<file path="config.mk">
export PLATFORM = sky130hd
export DESIGN_NAME = seg_num_display
export DESIGN_NICKNAME = d
export VERILOG_FILES = /design/src/rtl/seg_pkg.sv /design/src/rtl/seg_num_display_seg7_encode.sv /design/src/rtl/seg_num_display.sv
export SDC_FILE = /design/constraint.sdc
export NUM_CORES = 1
export LEC_CHECK = 0
export BUFFER_PORTS_ARGS = -buffer_cell sky130_fd_sc_hd__buf_4
export CELL_PAD_IN_SITES_DETAIL_PLACEMENT = 0
export CELL_PAD_IN_SITES_GLOBAL_PLACEMENT = 2
export CORE_ASPECT_RATIO = 0.7
export CORE_MARGIN = 2
export CORE_UTILIZATION = 39
export DETAILED_ROUTE_END_ITERATION = 8
export PLACE_DENSITY = 0.95
export REMOVE_ABC_BUFFERS = 1
export SYNTH_ARGS = -nofsm -noshare
export SYNTH_HDL_FRONTEND = slang
export SYNTH_HIERARCHICAL = 1
export SYNTH_SLANG_ARGS = --single-unit
</file>
<file path="constraint.sdc">
create_clock -name clk -period 3.1 [get_ports clk]
set_input_delay 0.62 -clock clk [delete_from_list [all_inputs] [get_ports clk]]
set_output_delay 0.62 -clock clk [all_outputs]
set_load 0.005 [all_outputs]
</file>
<file path="src/rtl/seg_pkg.sv">
// Shared constants, FSM state type and sizing helper for the seven-segment number display.
package seg_pkg;

    localparam logic [6:0] SEG_0     = 7'h40;
    localparam logic [6:0] SEG_1     = 7'h79;
    localparam logic [6:0] SEG_2     = 7'h24;
    localparam logic [6:0] SEG_3     = 7'h30;
    localparam logic [6:0] SEG_4     = 7'h19;
    localparam logic [6:0] SEG_5     = 7'h12;
    localparam logic [6:0] SEG_6     = 7'h02;
    localparam logic [6:0] SEG_7     = 7'h78;
    localparam logic [6:0] SEG_8     = 7'h00;
    localparam logic [6:0] SEG_9     = 7'h10;
    localparam logic [6:0] SEG_MINUS = 7'h3F;
    localparam logic [6:0] SEG_BLANK = 7'h7F;

    typedef enum logic [1:0] {
        IDLE,
        LOAD,
        SHIFT,
        FORMAT
    } seg_state_t;

    // ceil(width * log10(2)), with log10(2) approximated as 0.30103
    function automatic int bcd_digits(input int width);
        return (width * 30103 + 99999) / 100000;
    endfunction

endpackage

</file>
<file path="src/rtl/seg_num_display_seg7_encode.sv">
// BCD digit to active-low seven-segment pattern {g,f,e,d,c,b,a}.
module seg7_encode
    import seg_pkg::*;
(
    input  logic [3:0] digit,
    output logic [6:0] seg
);

    always_comb begin
        seg = SEG_BLANK;
        case (digit)
            4'd0: seg = SEG_0;
            4'd1: seg = SEG_1;
            4'd2: seg = SEG_2;
            4'd3: seg = SEG_3;
            4'd4: seg = SEG_4;
            4'd5: seg = SEG_5;
            4'd6: seg = SEG_6;
            4'd7: seg = SEG_7;
            4'd8: seg = SEG_8;
            4'd9: seg = SEG_9;
            default: seg = SEG_BLANK;
        endcase
    end

endmodule

</file>
<file path="src/rtl/seg_num_display.sv">
// Signed integer to multi-digit seven-segment driver using a serial double-dabble engine.
// Define SEG_LZ_BLANK_EN to blank leading zeros and float the minus sign next to the value.
module seg_num_display
    import seg_pkg::*;
#(
    parameter int IN_WIDTH   = 32,
    parameter int NUM_DIGITS = 4
) (
    input  logic                    clk,
    input  logic                    rst_n,
    input  logic                    in_valid,
    output logic                    in_ready,
    input  logic [IN_WIDTH-1:0]     in_data,
    output logic [7*NUM_DIGITS-1:0] hex,
    output logic                    done,
    output logic                    ovf
);

    localparam int BCD_DIGITS = bcd_digits(IN_WIDTH);
    localparam int CW         = $clog2(IN_WIDTH);

    seg_state_t                      state;
    logic [IN_WIDTH-1:0]             din;
    logic [IN_WIDTH-1:0]             mag;
    logic                            neg;
    logic [CW-1:0]                   cnt;
    logic [BCD_DIGITS-1:0][3:0]      bcd;
    logic [BCD_DIGITS-1:0][3:0]      bcd_adj;
    logic [BCD_DIGITS-1:0][3:0]      bcd_nxt;
    logic [NUM_DIGITS-1:0][3:0]      disp_nib;
    logic [NUM_DIGITS-1:0][6:0]      seg_pat;
    logic [NUM_DIGITS-1:0][6:0]      fmt;
    logic [NUM_DIGITS-1:0]           keep;
    logic [NUM_DIGITS-1:0]           minus_at;
    logic                            ovf_c;

    // One double-dabble iteration: add-3 correction, then shift in the next magnitude bit.
    always_comb begin
        bcd_adj = bcd;
        for (int i = 0; i < BCD_DIGITS; i++) begin
            if (bcd[i] >= 4'd5)
                bcd_adj[i] = bcd[i] + 4'd3;
        end
        bcd_nxt       = bcd_adj << 1;
        bcd_nxt[0][0] = mag[IN_WIDTH-1];
    end

    // A negative value needs one display digit for the sign.
    always_comb begin
        int lim;
        ovf_c = 1'b0;
        lim   = neg ? NUM_DIGITS - 1 : NUM_DIGITS;
        for (int i = 0; i < BCD_DIGITS; i++) begin
            if (i >= lim && bcd[i] != 4'd0)
                ovf_c = 1'b1;
        end
    end

    for (genvar g = 0; g < NUM_DIGITS; g++) begin : g_digit
        if (g < BCD_DIGITS) begin : g_nib
            assign disp_nib[g] = bcd[g];
        end else begin : g_pad
            assign disp_nib[g] = 4'd0;
        end

        seg7_encode u_enc (
            .digit (disp_nib[g]),
            .seg   (seg_pat[g])
        );

`ifdef SEG_LZ_BLANK_EN
        if (g == 0) begin : g_lsd
            assign keep[g]     = 1'b1;
            assign minus_at[g] = 1'b0;
        end else begin : g_upper
            assign keep[g]     = |disp_nib[NUM_DIGITS-1:g];
            assign minus_at[g] = neg & ~keep[g] & keep[g-1];
        end
`else
        assign keep[g]     = 1'b1;
        assign minus_at[g] = (g == NUM_DIGITS - 1) ? neg : 1'b0;
`endif

        assign fmt[g] = (ovf_c || minus_at[g]) ? SEG_MINUS :
                        keep[g]                ? seg_pat[g] : SEG_BLANK;
    end

    always_ff @(posedge clk) begin
        if (!rst_n) begin
            state    <= IDLE;
            in_ready <= 1'b1;
            done     <= 1'b0;
            ovf      <= 1'b0;
            hex      <= {NUM_DIGITS{SEG_BLANK}};
            din      <= '0;
            mag      <= '0;
            neg      <= 1'b0;
            cnt      <= '0;
            bcd      <= '0;
        end else begin
            done <= 1'b0;
            case (state)
                IDLE: begin
                    if (in_valid) begin
                        din      <= in_data;
                        in_ready <= 1'b0;
                        state    <= LOAD;
                    end
                end
                LOAD: begin
                    // Two's-complement negate also yields 2^(W-1) correctly for the most negative value.
                    neg   <= din[IN_WIDTH-1];
                    mag   <= din[IN_WIDTH-1] ? -din : din;
                    bcd   <= '0;
                    cnt   <= '0;
                    state <= SHIFT;
                end
                SHIFT: begin
                    bcd <= bcd_nxt;
                    mag <= mag << 1;
                    cnt <= cnt + 1'b1;
                    if (cnt == CW'(IN_WIDTH - 1))
                        state <= FORMAT;
                end
                FORMAT: begin
                    hex      <= fmt;
                    ovf      <= ovf_c;
                    done     <= 1'b1;
                    in_ready <= 1'b1;
                    state    <= IDLE;
                end
                default: begin
                    state    <= IDLE;
                    in_ready <= 1'b1;
                end
            endcase
        end
    end

endmodule

</file>
==> impl_metrics.tcl, run 1 <==
set metrics [dict create \
    post_cts_buffers 0 \
    crit_path_end "bcd[28]" \
    async_flop_share 0 \
    grt_pass1_vias 6089 \
    dieArea_sq_um 21520 \
    setup_violations 0 \
    fin_crit_sh 0.7442 \
    first_pass_iters 5 \
    htreeDepth 4 \
    synth_warnings 6 \
    grt_max_degree 80 \
    critPathKind "reg -> reg" \
    cts.sinks 143 \
    finalCriticalPeriod_ps 2307 \
    synth.ff_latch_count 143 \
    tritoncts "done" \
    slew_headroom 0.5176 \
    cts_buffers 17 \
    rrSetupSlack_ps 790 \
    reg2reg_to "bcd[28]" \
    ys.flop_type "dfxtp_1" \
    ys_top_cells_by_area "dfxtp_1 36%, ha_1 8.4%, nand2_1 7.1%, o21ai_0 4.2%, a21boi_0 3.5%" \
    grtUsageTotal 0.1754 \
    synth_top_area_cell "dfxtp_1" \
    max-vdd-ir-drop_mv 0.5568 \
    fin_setup_tns_ps 0 \
    root_buffer "clkbuf_16" \
    worstSetupStartpointType "register" \
    status "finished clean" \
    fmax_mhz 433.5 \
    cts.clk_slew.worst_paths_ps 70 \
    layout.area.seq_sq_um 2863 \
    synth-edff-count 0 \
    num_vias 6606 \
    drv_slew 0 \
    grt_pass1_wl_mm 30.81 \
    ctsResizeCount 0 \
    drtIter0Drc 415 \
    diodes 0 \
    final_area_sq_um 9234 \
    min-delay-start "in_data[29]" \
    clockBufferDepth 2 \
    critPathMaxFanout 67 \
    hold_slack_ps 446.9 \
    viasPerCell 5.161 \
    r2r_start "state[0]" \
    antenna_found_initial 0 \
    hold_viol 0 \
    tightest_slew_ps 723.5 \
    area_growth_pct 16.35 \
    rows 43 \
    wl_per_cell_microns 14.20 \
    power_density_nw_per_um2 719.4 \
    portBuffers 65 \
    ios 66 \
    dpl_cell_area_sq_um 8605 \
    max_cap_violations 0 \
    clkLatencyLatePin_ps 430 \
    rsz0062_at_grt "no" \
    hold_class "in -> reg" \
    finClkSkew_ps 11.85 \
    critPathArrivalTime_ps 2670 \
    routed_wirelength_mm 18.17 \
    p_leak_nw 3.576 \
    crit_start "state[0]" \
    synth.distinct_cells 54 \
    critical_path_required_ps 3470 \
    yosysSeqAreaShare 0.3607 \
    ctsHoldBuffers 0 \
    place.gp.congestion 0.7429 \
    multi_input_area_sq_um 4599 \
    initial_core_util 0.3987 \
    dieWidth_microns 174.5 \
    endpoint_kind "register" \
    synth.top_cell.area_share 0.3607 \
    netlist_instances 964 \
    rr_worst_depth 7 \
    hpwlAfterDp_mm 11.62 \
    core-area_sq_um 19910 \
    layout-drive-gt1-share 0.1208 \
    route.antenna.remaining_nets 0 \
    synthesis.area_sq_um 7936 \
    drc_errors 0 \
    num-fill-cells 1959 \
    nets 1085 \
    grt_overflow 0 \
    die_h_microns 123.4 \
    syn_avg_cell_area_sq_um 8.233 \
]
[where the power goes]
group	switching, mW	total, mW	leakage [nW]	internal (mW)
sequential	0.231	2.35	1.16	2.12
clock	0.823	2.19	0.296	1.37
combinational	1.38	2.10	2.12	0.723
[state kept, by name, summed over array words and instances (netlist names)]
name	flops
mag	32
state	2
din	32
bcd	40
hex	28
cnt	5
neg	1
done	1
in_ready	1
ovf	1
[critical path: stages (launching register included)]
cell and delay (ps):
dfxtp_1 370, inv_1 90, ha_2 330, buf_4 590, nand2_1 170, buf_4 230, o32ai_1 300, and2_1 170
[layout make-up]
type / instances / share of cell area
multi-input cells: 704 / 0.4981
flip-flops and latches: 143 / 0.3100
repair buffers: 80 / 0.06640
clock buffers: 19 / 0.04797
well taps: 270 / 0.03659
inverters: 51 / 0.02073
clock inverters: 13 / 0.02019
[layout by cell type, fill, tap and decap left out, drive strengths merged, types with 8 or more instances in the layout]
cell type / instances
o41ai: 8
nor2b: 27
o21ai: 68
nor2: 30
o31ai: 26
and2: 26
a32oi: 10
nand2b: 27
o2bb2ai: 16
clkbuf: 19
o22ai: 34
mux2i: 17
nand2: 150
ha: 53
nand4: 9
inv: 52
nand3: 15
a21oi: 37
xor2: 27
dfxtp: 143
xnor2: 13
a21boi: 37
o32ai: 9
buf: 80
[routing by layer]
metal | up-vias | wire length [microns] | global-route usage
met5 | - | 0 | 0
met4 | 0 | 136 | 0.04271
met3 | 12 | 650 | 0.03936
met2 | 98 | 7238 | 0.2569
met1 | 3071 | 10150 | 0.2594
li1 | 3425 | - | -
[through the flow]
stage               setup WS (ps)  power, mW  instances  utilization
floorplan                  -629.0      3.685        898            -
global placement            895.6      4.454       1248       0.4322
finish                      793.0      6.643       1280       0.4639
detailed placement          816.5      4.471       1248       0.4322
CTS                         789.3      6.685       1280       0.4639
global route                535.7      7.051       1280       0.4639
[how the worst min path moves through the flow]
stage	endpoint	cells after the start	slack, ps
finish	din[29]	3	450
global route	din[13]	3	450
CTS	din[29]	3	440
detailed placement	mag[11]	2	450
global placement	mag[11]	2	440
floorplan	mag[12]	2	430
[cells by family after synthesis]
logic type / after synthesis / share of synthesized area
AND/OR/NAND/NOR: 322 / 0.2012
XOR/XNOR: 40 / 0.04414
adder cells (fa/ha/maj): 53 / 0.08356
flip-flops: 143 / 0.3607
AO/OA/AOI/OAI: 272 / 0.2289
multiplexers: 17 / 0.02144
buffers and inverters: 117 / 0.06007
[cells in the mapped netlist, drive strengths merged (2+ instances only)]
library cell  number
a21boi            37
a21o               2
a21oi             37
a22o               3
a22oi              7
a31oi              5
a32oi             10
and2              26
buf               19
clkbuf            47
dfxtp            143
ha                53
inv               51
mux2i             17
nand2            150
nand2b            27
nand3             15
nand4              9
nor2              30
nor2b             27
nor3               6
nor3b              7
nor4               5
o211ai             4
o21ai             68
o221ai             3
o22ai             34
o2bb2ai           16
o31ai             26
o32ai              9
o41ai              8
or2                6
or2b               3
or3                4
or4                3
xnor2             13
xor2              27
No activity file was read; power rests on OpenSTA's default activity.
==> inputs of run 2 (changes only) <==
--- a/config.mk
+++ b/config.mk
@@ -10,9 +10,9 @@
 export CELL_PAD_IN_SITES_GLOBAL_PLACEMENT = 2
 export CORE_ASPECT_RATIO = 0.7
 export CORE_MARGIN = 2
-export CORE_UTILIZATION = 39
+export CORE_UTILIZATION = 36
 export DETAILED_ROUTE_END_ITERATION = 8
-export PLACE_DENSITY = 0.95
+export PLACE_DENSITY = 0.9
 export REMOVE_ABC_BUFFERS = 1
 export SYNTH_ARGS = -nofsm -noshare
 export SYNTH_HDL_FRONTEND = slang
==> constraint.sdc (replaced) <==
create_clock -name clk -period 2.2 [get_ports clk]
set_input_delay 0.44 -clock clk [delete_from_list [all_inputs] [get_ports clk]]
set_output_delay 0.44 -clock clk [all_outputs]
set_load 0.005 [all_outputs]
==> run 2 against run 1 <==
- worst hold slack got worse by 180 ps
- worst setup slack got worse by 600 ps
- sequential share of layout area decreased by 0.83 points
- critical path depth unchanged
- wire length increased by 1.9%
- first-iteration DRC count decreased by 14%
- die area increased by 8.1%
- total power increased by 45%
- sequential power increased by 40%
- utilization decreased by 2.6 points
- via count increased by 0.53%
==> impl_metrics.tcl, run 2 (synthesized netlist as in run 1, its figures left out) <==
set metrics [dict create \
    tightest_slew_ps 566.7 \
    finalPower_mw 9.648 \
    max_cap_violations 0 \
    finClkSkew_ps 10.97 \
    regMostFlops "bcd" \
    critPathMaxFanout 29 \
    grtUsageTotal 0.1649 \
    core-area_sq_um 21680 \
    wl_per_cell_microns 14.07 \
    ctsResizeCount 0 \
    slew_headroom 0.6217 \
    portBuffers 65 \
    hold_viol 0 \
    fmax_mhz 498.2 \
    drtIter0Drc 355 \
    clockPowerShare 0.314 \
    place.gp.congestion 0.7920 \
    ios 66 \
    sequentialPowerShare 0.341 \
    area_growth_pct 19.53 \
    endpoint_kind "register" \
    route.antenna.remaining_nets 0 \
    layout-drive-gt1-share 0.1412 \
    critPathArrivalTime_ps 2310 \
    max-vdd-ir-drop_mv 0.8447 \
    cts_buffers 17 \
    final_area_sq_um 9487 \
    ctsHoldBuffers 0 \
    p_comb_frac 0.345 \
    root_buffer "clkbuf_16" \
    grt_overflow 0 \
    htreeDepth 4 \
    reg_top3 "bcd (40), din (32), mag (32)" \
    tritoncts "done" \
    first_pass_iters 4 \
    post_cts_buffers 0 \
    grt_max_degree 52 \
    num-fill-cells 2162 \
    dieWidth_microns 181.5 \
    grt_pass1_vias 6285 \
    dieArea_sq_um 23270 \
    die_h_microns 128.2 \
    clkLatencyLatePin_ps 430 \
    hpwlAfterDp_mm 12.45 \
    final_cell_mix "150 x nand2_1, 143 x dfxtp_1, 100 x buf_4" \
    mostFrequentLayoutCell "nand2_1" \
    status "finished clean" \
    p_leak_nw 3.728 \
    grt_pass1_wl_mm 31.51 \
    antenna_found_initial 0 \
    clockBufferDepth 2 \
    hold_class "in -> reg" \
    drc_errors 0 \
    fin_crit_sh 0.9123 \
    viasPerCell 5.046 \
    power.share.switching 0.3582 \
    rsz0062_at_grt "no" \
    critical_path_required_ps 2510 \
    drv_slew 0 \
    fin_setup_tns_ps 0 \
    finalCriticalPeriod_ps 2007 \
    power.internal_mw 6.193 \
    nets 1111 \
    diodes 0 \
    initial_core_util 0.3661 \
    power_density_nw_per_um2 1017 \
    power.switching_mw 3.456 \
    cts.sinks 143 \
    largest_reg_flops 40 \
    routed_wirelength_mm 18.52 \
    num_vias 6641 \
    worstSetupStartpointType "register" \
    critPathKind "reg -> reg" \
    setup_violations 0 \
    dpl_cell_area_sq_um 8877 \
    cts.clk_slew.worst_paths_ps 60 \
    rows 45 \
]
## run 2: cell types whose count changed in the layout (fill, tap and decap cells not counted), sizes merged
cell | previous run | this run
clkinvlp | 4 | 3
buf | 80 | 106
inv | 52 | 51
## run 2: layer usage
layer	up-vias	global-route usage	wire length (microns)
met5	-	0	0
met4	0	0.04017	159
met3	11	0.03693	708
met2	116	0.2522	7663
met1	3033	0.2352	9986
li1	3481	-	-
## run 2: power by group through the flow
stage          clock, mW  sequential, mW  combinational, mW
4_1_cts             3.09            3.29               3.37
6_report            3.03            3.29               3.33
3_5_place_dp           0            3.34               3.35
5_1_grt             3.22            3.34               3.71
2_1_floorplan          0            3.30               1.89
3_3_place_gp           0            3.33               3.33
## run 2: path summary, 6_finish.rpt
kind | cells past startpoint | slack [ps] | start | end
setup / recovery | 7 | 190 | state[1] | hex[24]
hold / removal | 3 | 260 | in_data[20] | din[20]
setup reg to reg | 7 | 190 | state[1] | hex[24]
hold reg to reg | 2 | 460 | mag[12] | mag[12]
## run 2: cell type report
class                      count  area [sq um]  share of cell area
tap                          282         352.8             0.03719
clock buffer                  19         442.9             0.04669
timing repair buffer         106         870.8             0.09180
sequential                   143          2863              0.3018
clock inverter                11         166.4             0.01754
inverter                      51         191.4             0.02018
multi-input combinational    704          4599              0.4848
## run 2: stage by stage
stage,instances,util,worst slack (ps),hold slack (ps)
2_1_floorplan,898,-,-1529,425.4
3_3_place_gp,1286,0.4095,244.2,441.9
3_5_place_dp,1286,0.4095,209.5,450.2
4_1_cts,1316,0.4376,192.8,254.5
5_1_grt,1316,0.4376,43.11,258.5
6_report,1316,0.4376,192.9,264.8
## run 2: worst max-delay path: stages, from the launching register on
cell,delay (ps)
dfxtp_1,380
ha_1,180
or4b_1,430
nor3_1,200
nand4_1,170
buf_12,210
o32ai_1,230
nand2_1,80
